### config.mk
export PLATFORM = sky130hd
export DESIGN_NAME = mcu0_intc_flat
export DESIGN_NICKNAME = d
export VERILOG_FILES = /design/src/rtl/mcu0_intc_if.sv /design/src/rtl/mcu0_intc.sv /design/src/flat_wrapper.sv
export SDC_FILE = /design/constraint.sdc
export NUM_CORES = 1
export LEC_CHECK = 0
export CORE_ASPECT_RATIO = 0.6
export CORE_MARGIN = 2
export CORE_UTILIZATION = 64
export DETAILED_ROUTE_END_ITERATION = 6
export DONT_BUFFER_PORTS = 1
export PLACE_DENSITY = 0.79
export RECOVER_POWER = 100
export SLEW_MARGIN = 20
export SYNTH_ARGS = -nofsm -noshare
export SYNTH_HDL_FRONTEND = slang
export SYNTH_SLANG_ARGS = --single-unit
### constraint.sdc
create_clock -name clock -period 1.7 [get_ports clock]
set_input_delay 0.255 -clock clock [delete_from_list [all_inputs] [get_ports clock]]
set_output_delay 0.255 -clock clock [all_outputs]
set_load 0.005 [all_outputs]
### src/rtl/mcu0_intc_if.sv
// mcu0_intc bus bundle: peripheral requests, enable
// register access and the core interrupt handshake.
interface mcu0_intc_if #(
    parameter int NUM_SRC = 8,
    parameter int IRQ_W   = 3
);
    logic [NUM_SRC-1:0] src;
    logic               mask_we;
    logic [NUM_SRC-1:0] mask_wdata;
    logic [NUM_SRC-1:0] enable;
    logic [NUM_SRC-1:0] pending;
    logic               interrupt;
    logic [IRQ_W-1:0]   irq;
    logic               ack;
    logic               eoi;
    logic               in_service;

    modport master (
        output src, mask_we, mask_wdata, ack, eoi,
        input  enable, pending, interrupt, irq, in_service
    );

    modport slave (
        input  src, mask_we, mask_wdata, ack, eoi,
        output enable, pending, interrupt, irq, in_service
    );
endinterface

### src/rtl/mcu0_intc.sv
// mcu0_intc: 8-source fixed-priority interrupt
// controller with ack/eoi handshake to the MCU0 core.
module mcu0_intc #(
    parameter int NUM_SRC = 8,
    parameter int IRQ_W   = 3,
    parameter logic [NUM_SRC-1:0] EDGE_MASK = {NUM_SRC{1'b1}}
) (
    input logic        clock,
    input logic        reset_n,
    mcu0_intc_if.slave bus
);
    localparam logic [1:0] IDLE    = 2'd0;
    localparam logic [1:0] REQ     = 2'd1;
    localparam logic [1:0] SERVICE = 2'd2;

    logic [1:0]         state;
    logic [NUM_SRC-1:0] s1, s2, s3;
    logic [NUM_SRC-1:0] req;
    logic [NUM_SRC-1:0] clr;
    logic [NUM_SRC-1:0] pend;
    logic [NUM_SRC-1:0] en;
    logic [NUM_SRC-1:0] eligible;
    logic [IRQ_W-1:0]   win;
    logic [IRQ_W-1:0]   irq_q;
    logic               take;

    assign req      = (s2 & ~s3 & EDGE_MASK) | (s2 & ~EDGE_MASK);
    assign eligible = pend & en;
    assign take     = (state == REQ) && bus.ack;

    // Lowest index wins; clear vector targets the vector being acked.
    always_comb begin
        win = '0;
        clr = '0;
        for (int i = NUM_SRC - 1; i >= 0; i--) begin
            if (eligible[i]) win = IRQ_W'(i);
            if (take && irq_q == IRQ_W'(i)) clr[i] = 1'b1;
        end
    end

    // Two-flop synchronizer plus a delayed copy for edge detection.
    always_ff @(posedge clock or negedge reset_n) begin
        if (!reset_n) begin
            s1 <= '0;
            s2 <= '0;
            s3 <= '0;
        end else begin
            s1 <= bus.src;
            s2 <= s1;
            s3 <= s2;
        end
    end

    // Pending bits: a new request beats a same-edge ack clear.
    always_ff @(posedge clock or negedge reset_n) begin
        if (!reset_n) pend <= '0;
        else          pend <= (pend & ~clr) | req;
    end

    // Enable register write.
    always_ff @(posedge clock or negedge reset_n) begin
        if (!reset_n)         en <= '0;
        else if (bus.mask_we) en <= bus.mask_wdata;
    end

    // Handshake FSM; vector frozen outside IDLE.
    always_ff @(posedge clock or negedge reset_n) begin
        if (!reset_n) begin
            state <= IDLE;
            irq_q <= '0;
        end else begin
            case (state)
                IDLE: begin
                    if (|eligible) begin
                        irq_q <= win;
                        state <= REQ;
                    end else begin
                        irq_q <= '0;
                    end
                end
                REQ: begin
                    if (bus.ack) state <= SERVICE;
                end
                SERVICE: begin
                    if (bus.eoi) state <= IDLE;
                end
                default: state <= IDLE;
            endcase
        end
    end

    assign bus.enable     = en;
    assign bus.pending    = pend;
    assign bus.irq        = irq_q;
    assign bus.interrupt  = (state == REQ);
    assign bus.in_service = (state == SERVICE);
endmodule

### src/flat_wrapper.sv
// flat-port wrapper written by rule: the top's interface ports become plain ports
module mcu0_intc_flat 
#(
    parameter int NUM_SRC = 8,
    parameter int IRQ_W   = 3,
    parameter logic [NUM_SRC-1:0] EDGE_MASK = {NUM_SRC{1'b1}}
)
  (clock, reset_n, bus_src, bus_mask_we, bus_mask_wdata, bus_ack, bus_eoi, bus_enable, bus_pending, bus_interrupt, bus_irq, bus_in_service);
  mcu0_intc_if #(.NUM_SRC(NUM_SRC), .IRQ_W(IRQ_W)) bus_i ();
  input logic clock;
  input logic reset_n;
  input wire logic [$bits(bus_i.src)-1:0] bus_src;
  input wire logic [$bits(bus_i.mask_we)-1:0] bus_mask_we;
  input wire logic [$bits(bus_i.mask_wdata)-1:0] bus_mask_wdata;
  input wire logic [$bits(bus_i.ack)-1:0] bus_ack;
  input wire logic [$bits(bus_i.eoi)-1:0] bus_eoi;
  output wire logic [$bits(bus_i.enable)-1:0] bus_enable;
  output wire logic [$bits(bus_i.pending)-1:0] bus_pending;
  output wire logic [$bits(bus_i.interrupt)-1:0] bus_interrupt;
  output wire logic [$bits(bus_i.irq)-1:0] bus_irq;
  output wire logic [$bits(bus_i.in_service)-1:0] bus_in_service;
  assign bus_i.src = bus_src;
  assign bus_i.mask_we = bus_mask_we;
  assign bus_i.mask_wdata = bus_mask_wdata;
  assign bus_i.ack = bus_ack;
  assign bus_i.eoi = bus_eoi;
  assign bus_enable = bus_i.enable;
  assign bus_pending = bus_i.pending;
  assign bus_interrupt = bus_i.interrupt;
  assign bus_irq = bus_i.irq;
  assign bus_in_service = bus_i.in_service;
  mcu0_intc #(.NUM_SRC(NUM_SRC), .IRQ_W(IRQ_W), .EDGE_MASK(EDGE_MASK)) u_core (.clock(clock), .reset_n(reset_n), .bus(bus_i));
endmodule
Word-level counts from Yosys, hierarchy flattened
Index checks and enable logic that the tools add are counted.
- equal/unequal tests: 12
- mux-type cells: 21
- bitwise gates (word level): 6
- reductions and logical operators: 13
- operator list (operator ; number):
    $mux W3 ; 9
    $and A8 B8 Y8 ; 3
    $not A8 Y8 ; 2
    $eq A3 B3 Y1 const B ; 4
    $logic_and A1 B1 Y1 ; 9
    $mux W1 ; 8
    $or A8 B8 Y8 ; 1
    $reduce_or A8 Y1 ; 1
    $eq A3 B2 Y1 const B ; 2
    $mux W2 ; 3
    $pmux W2 S3 ; 1
    $ne A2 B2 Y1 const B ; 2
    $eq A3 B1 Y1 const B ; 1
    $logic_not A3 Y1 ; 1
    $reduce_and A3 Y1 ; 1
    $eq A2 B1 Y1 const B ; 1
    $eq A2 B2 Y1 const B ; 1
    $logic_not A2 Y1 ; 1
    $ne A2 B1 Y1 const B ; 1
- register bits after elaboration: 45
- input bits: 21
- output and inout port bits: 21
- word-level logic and storage cells: 59

Depth between registers and ports, before layout
- depth in word-level cells: 10
- depth in mapped cells: 4
- gate-level depth less buffers: 4

Worst setup path after synthesis
Ideal clock, no wire load.
- kind: reg2reg
- from: register u_core.en[6] (netlist: u_core.bus.enable[6])
- to: register u_core.irq_q[1] (netlist: u_core.bus.irq[1])
- library setup time: 0.125 ns
- arrival: 1.051 ns
- data required time: 1.575 ns
- setup slack: 0.524 ns
- stages on the path, launching flop included: 5
- buffers on the path: 0
- period minus slack after synthesis: 1.176 ns
- cell sequence: dfrtp_1 > a22oi_1 > nand2b_1 > a21boi_1 > mux2_2
- cells in the longest elaborated chain, start to end: 9
- elaborated cells between the ends (all ways): 10
- classes of those cells: mux: 8; bitwise: 1; reduce/logical: 1
- ends and longest elaborated chain (element ; RTL line ; RTL):
    start, declared ; mcu0_intc.sv:21 ; logic [NUM_SRC-1:0] en;
    start signal, assigned ; mcu0_intc.sv:63 ; else if (bus.mask_we) en <= bus.mask_wdata;
    $and A8 B8 Y8 (*) ; mcu0_intc.sv:28 ; assign eligible = pend & en;
    $mux W3 (7 in a row) ; mcu0_intc.sv:36 ; if (eligible[i]) win = IRQ_W'(i);
    $mux W3 (*) ; mcu0_intc.sv:74 ; if (|eligible) begin
    end signal, assigned ; mcu0_intc.sv:75 ; irq_q <= win;
    end, declared ; mcu0_intc.sv:24 ; logic [IRQ_W-1:0] irq_q;
Every way passes the cells marked *; elsewhere a longest branch is shown, timed or not.
A chain may end at the register's enable or synchronous reset.

Final worst setup path
- from: register u_core.state[1]
- to: register u_core.pend[0] (netlist: u_core.bus.pending[0])
- cells in the longest elaborated chain, start to end: 7
- ends and longest elaborated chain (element ; RTL line ; RTL):
    start, declared ; mcu0_intc.sv:16 ; logic [1:0] state;
    start signal, assigned ; mcu0_intc.sv:69 ; state <= IDLE;
    start signal, assigned ; mcu0_intc.sv:76 ; state <= REQ;
    start signal, assigned ; mcu0_intc.sv:82 ; if (bus.ack) state <= SERVICE;
    $eq A2 B1 Y1 ; mcu0_intc.sv:29 ; assign take = (state == REQ) && bus.ack;
    $logic_and A1 B1 Y1 ; mcu0_intc.sv:29 ;
    $logic_and A1 B1 Y1 ; mcu0_intc.sv:37 ; if (take && irq_q == IRQ_W'(i)) clr[i] = 1'b1;
    $mux W1 ; mcu0_intc.sv:37 ;
    $not A8 Y8 ; mcu0_intc.sv:57 ; else pend <= (pend & ~clr) | req;
    $and A8 B8 Y8 ; mcu0_intc.sv:57 ;
    $or A8 B8 Y8 ; mcu0_intc.sv:57 ;
    end signal, assigned ; mcu0_intc.sv:57 ;
    end, declared ; mcu0_intc.sv:20 ; logic [NUM_SRC-1:0] pend;
No other way between the ends.

==> results summary <==
The run finished with clean final reports. The peak per-stage delay on the critical path is 420 ps. The area growth from synthesis to layout came out at 15.34%. The required time of the critical path is 1870 ps. The detail route stage leaves a number of antenna-violating nets equal to 0.

The buffering stage count on the worst path with inverters included came out at 0. The worst path arrival time is 1610 ps. The worst slack after detailed placement came out at 374.2 ps. The TritonCTS buffer count is 5.

The post-CTS setup buffer count is 0. After filler insertion, the fill cell instance count of the layout stands at 125. The leakage power total came out at 0.7925 nW. The endpoint identified for the worst register-to-register timing path is u_core.bus.pending[0].

The remaining global-route overflow came out at 0. The largest fanout on the critical path came out at 4. The number of distinct library cells after synthesis came out at 22. The minimum period implied by the final worst setup slack came out at 1444 ps. The total setup violations reported at the end of the flow came out at 0.

After floorplanning, the core was divided into 13 placement rows. The count of endpoints failing hold in the final timing report came out at 0. The cell count after synthesis is 112. The type of element capturing the critical path is a flop.

The worst-case setup margin in the final layout is 256.3 ps. The largest vdd supply drop came out at 0.7897 mV. The critical setup path kind is flop to flop. The clock skew is 7.325 ps. Each instance of the synthesized netlist takes up on average 13.91 sq um. The mapped cell area came out at 1558 sq um. The number of nets in the synthesized netlist is 133. For this run, the detailed router's first-pass iteration total came to 4. The clock input transition at the sequential cells of the worst setup and hold paths came out at 90 ps.

The library cells used most frequently in the layout, excluding fill and tap cells, are sky130_fd_sc_hd__dfrtp_1 (45), sky130_fd_sc_hd__o21ai_0 (15), sky130_fd_sc_hd__inv_1 (10). Input and output buffers added on the ports amount to 0. TritonCTS built the clock tree. For flop-to-flop paths, the worst setup slack is 260 ps. The length in cells of the worst reg-to-reg path is 4. The slew at the pin closest to its max-slew limit came out at 1031 ps.

The cell area power density is 1440 nW/um^2. The number of flip-flops and latches in the synthesized netlist came out at 45. The standard cell area after detailed placement is 1590 sq um. STA classifies the critical path startpoint as a flop. The master cell of the clock root buffer is sky130_fd_sc_hd__clkbuf_8.

The final cycle utilization of the critical path came out at 84.93%. The number of warnings issued by yosys came out at 0. The horizontal die dimension is 67.69 microns. The critical path capture point is u_core.bus.pending[0]. The max-slew violation total from the final report is 0. The path class of the tightest hold or removal check is primary input to flop. Counting buffers and inverters, the worst setup path is 4 cells deep. The number of global-route vias before repair is 963. The worst-case headroom to the max-slew limit came out at 31.29%.

The fraction of layout cells with a size suffix above 1 is 15.50%. The maximum achievable frequency is 0.6926 GHz. The completed layout was analyzed and its total power is 0.002588 W.

The tool flagged a number of max-cap violations equal to 0. The total routed wirelength is 3030 microns. The total non-filler cell area in the finished layout is 1797 sq um. The overall global routing resource usage is 24.87%. The number of antenna violations at the first check in global routing is 0. The signal on the critical path passes through nand3b_1 -> or2_0 -> o31ai_1 -> o21ai_1. The slowest stage of the critical path belongs to the cell sky130_fd_sc_hd__dfrtp_1. The maximum number of buffers from clock root to sink is 2.

The HPWL reported at the end of detailed placement is 1944 microns. The remaining routing DRC violations is 0. The final weighted congestion of routability-driven global placement is 0.8961.

The first global-routing pass estimated 4926 microns of wire. The area of the core is 2228 sq um. The leading cell type in the layout, fill and taps excluded is sky130_fd_sc_hd__dfrtp_1. Setup repair after global routing left no endpoint under its margin.

The iteration-0 DRC count of the detailed router came out at 96. The pin count of the biggest net entering global routing is 46. The die is 42.22 microns tall.

The total number of vias is 949. The die footprint is 2858 sq um. The clock latency reported for the late side of the worst-skew pair came out at 300 ps. At the end of the flow, the number of nets in the layout was 149. The average wire per cell in the routed design is 19.06 microns. The initial standard-cell utilization of the core came out at 69.90%. The launch instance of the worst register-to-register path is u_core.state[1].

The H-tree was split into 2 levels. The clock sink count is 45. The sequential fraction of the synthesis area came out at 72.29%. The final total negative setup slack came out at 0 ps.

The total inserted antenna cells came out at 0. The via density per instance came out at 5.969. The beginning of the critical path is u_core.state[1]. Broken down by cell family, the worst path's largest delay share belongs to simple AND/OR/NAND/NOR gates. The top-level port count came out at 42.
-- cells in the mapped netlist --
library cell | number | share of area, %
sky130_fd_sc_hd__buf_2 | 1 | 0.32
sky130_fd_sc_hd__and2b_1 | 1 | 0.48
sky130_fd_sc_hd__or2_1 | 1 | 0.40
sky130_fd_sc_hd__nand2b_1 | 3 | 1.2
sky130_fd_sc_hd__o21ai_0 | 14 | 4.5
sky130_fd_sc_hd__dfrtp_1 | 45 | 72
sky130_fd_sc_hd__or2_4 | 1 | 0.56
sky130_fd_sc_hd__o31ai_1 | 2 | 0.96
sky130_fd_sc_hd__nand3b_1 | 1 | 0.48
sky130_fd_sc_hd__a22oi_1 | 2 | 0.96
sky130_fd_sc_hd__a21boi_1 | 1 | 0.48
sky130_fd_sc_hd__a32o_1 | 1 | 0.64
sky130_fd_sc_hd__a22oi_2 | 2 | 1.6
sky130_fd_sc_hd__or2b_1 | 1 | 0.48
sky130_fd_sc_hd__a41oi_1 | 1 | 0.56
sky130_fd_sc_hd__nand2_1 | 8 | 1.9
sky130_fd_sc_hd__a21o_1 | 1 | 0.48
sky130_fd_sc_hd__a32oi_1 | 2 | 1.1
sky130_fd_sc_hd__inv_1 | 10 | 2.4
sky130_fd_sc_hd__o21ai_1 | 3 | 0.96
sky130_fd_sc_hd__nand3_1 | 2 | 0.64
sky130_fd_sc_hd__mux2_2 | 9 | 6.5
-- worst register-to-register path, cell delays in order, from the launching register on --
cell and delay, ps:
sky130_fd_sc_hd__dfrtp_1 420, sky130_fd_sc_hd__nand3b_1 180, sky130_fd_sc_hd__or2_0 280, sky130_fd_sc_hd__o31ai_1 310, sky130_fd_sc_hd__o21ai_1 140
-- cell type report --
cell class,count,area (sq um),share of cell area [%]
sequential,45,1126,62.67
clock inverter,2,38.79,2.159
clock buffer,6,72.57,4.039
inverter,10,37.54,2.089
timing repair buffer,10,95.09,5.292
multi-input combinational,56,389.1,21.66
tap,30,37.54,2.089
-- through the flow --
step / hold slack [ps] / std cells / util [%]
6_report: 86.94 / 159 / 80.63
5_1_grt: 98.20 / 159 / 80.63
4_1_cts: 89.98 / 159 / 81.30
3_5_place_dp: -40.03 / 141 / 71.36
3_3_place_gp: -39.98 / 141 / 71.36
2_1_floorplan: -40.59 / 112 / -
-- cell families (layout without fill, tap and decap cells) --
family	after synthesis	count (layout)	synth area share, %
simple gates	18	18	6.186
flops	45	45	72.29
mux	9	9	6.506
compound gates	29	29	12.29
buf+inv	11	28	2.731
-- routing by layer --
| layer | GRT usage, % | vias to the layer above | routed length (microns) |
|---|---|---|---|
| li1 | - | 419 | - |
| met1 | 30.57 | 476 | 1215 |
| met2 | 39.80 | 49 | 1543 |
| met3 | 11.02 | 5 | 238 |
| met4 | 7.347 | 0 | 34 |
| met5 | 0 | - | 0 |
-- what timing repair did --
item	4_1_cts	5_1_grt
hold buffers	10	0
hold endpoints to repair	53	0
resized for setup	0	0
-- how the worst min path moves through the flow --
stage	startpoint	to	slack, ps	cells after the start
2_1_floorplan	reset_n	u_core.bus.enable[0]	-40	0
3_3_place_gp	reset_n	u_core.s1[0]	-40	0
3_5_place_dp	reset_n	u_core.s1[0]	-40	0
4_1_cts	bus_eoi	u_core.state[1]	90	1
5_1_grt	bus_mask_wdata[6]	u_core.bus.enable[6]	100	1
6_report	bus_eoi	u_core.state[1]	90	1
-- state kept, by name (all words and copies together) (netlist names) --
signal and count:
u_core.state 2, u_core.s1 8, u_core.s2 8, u_core.bus.pending 8
u_core.bus.enable 8, u_core.bus.irq 3, u_core.s3 8
-- where the power goes --
group | switching, W | leakage, nW | internal (W) | total (W)
Clock | 0.000353 | 0.0554 | 0.000441 | 0.000794
Sequential | 0.000185 | 0.510 | 0.00121 | 0.00140
Combinational | 0.000204 | 0.227 | 0.000192 | 0.000396
Total | 0.000743 | 0.793 | 0.00185 | 0.00259
No activity file was read; power rests on OpenSTA's default activity.
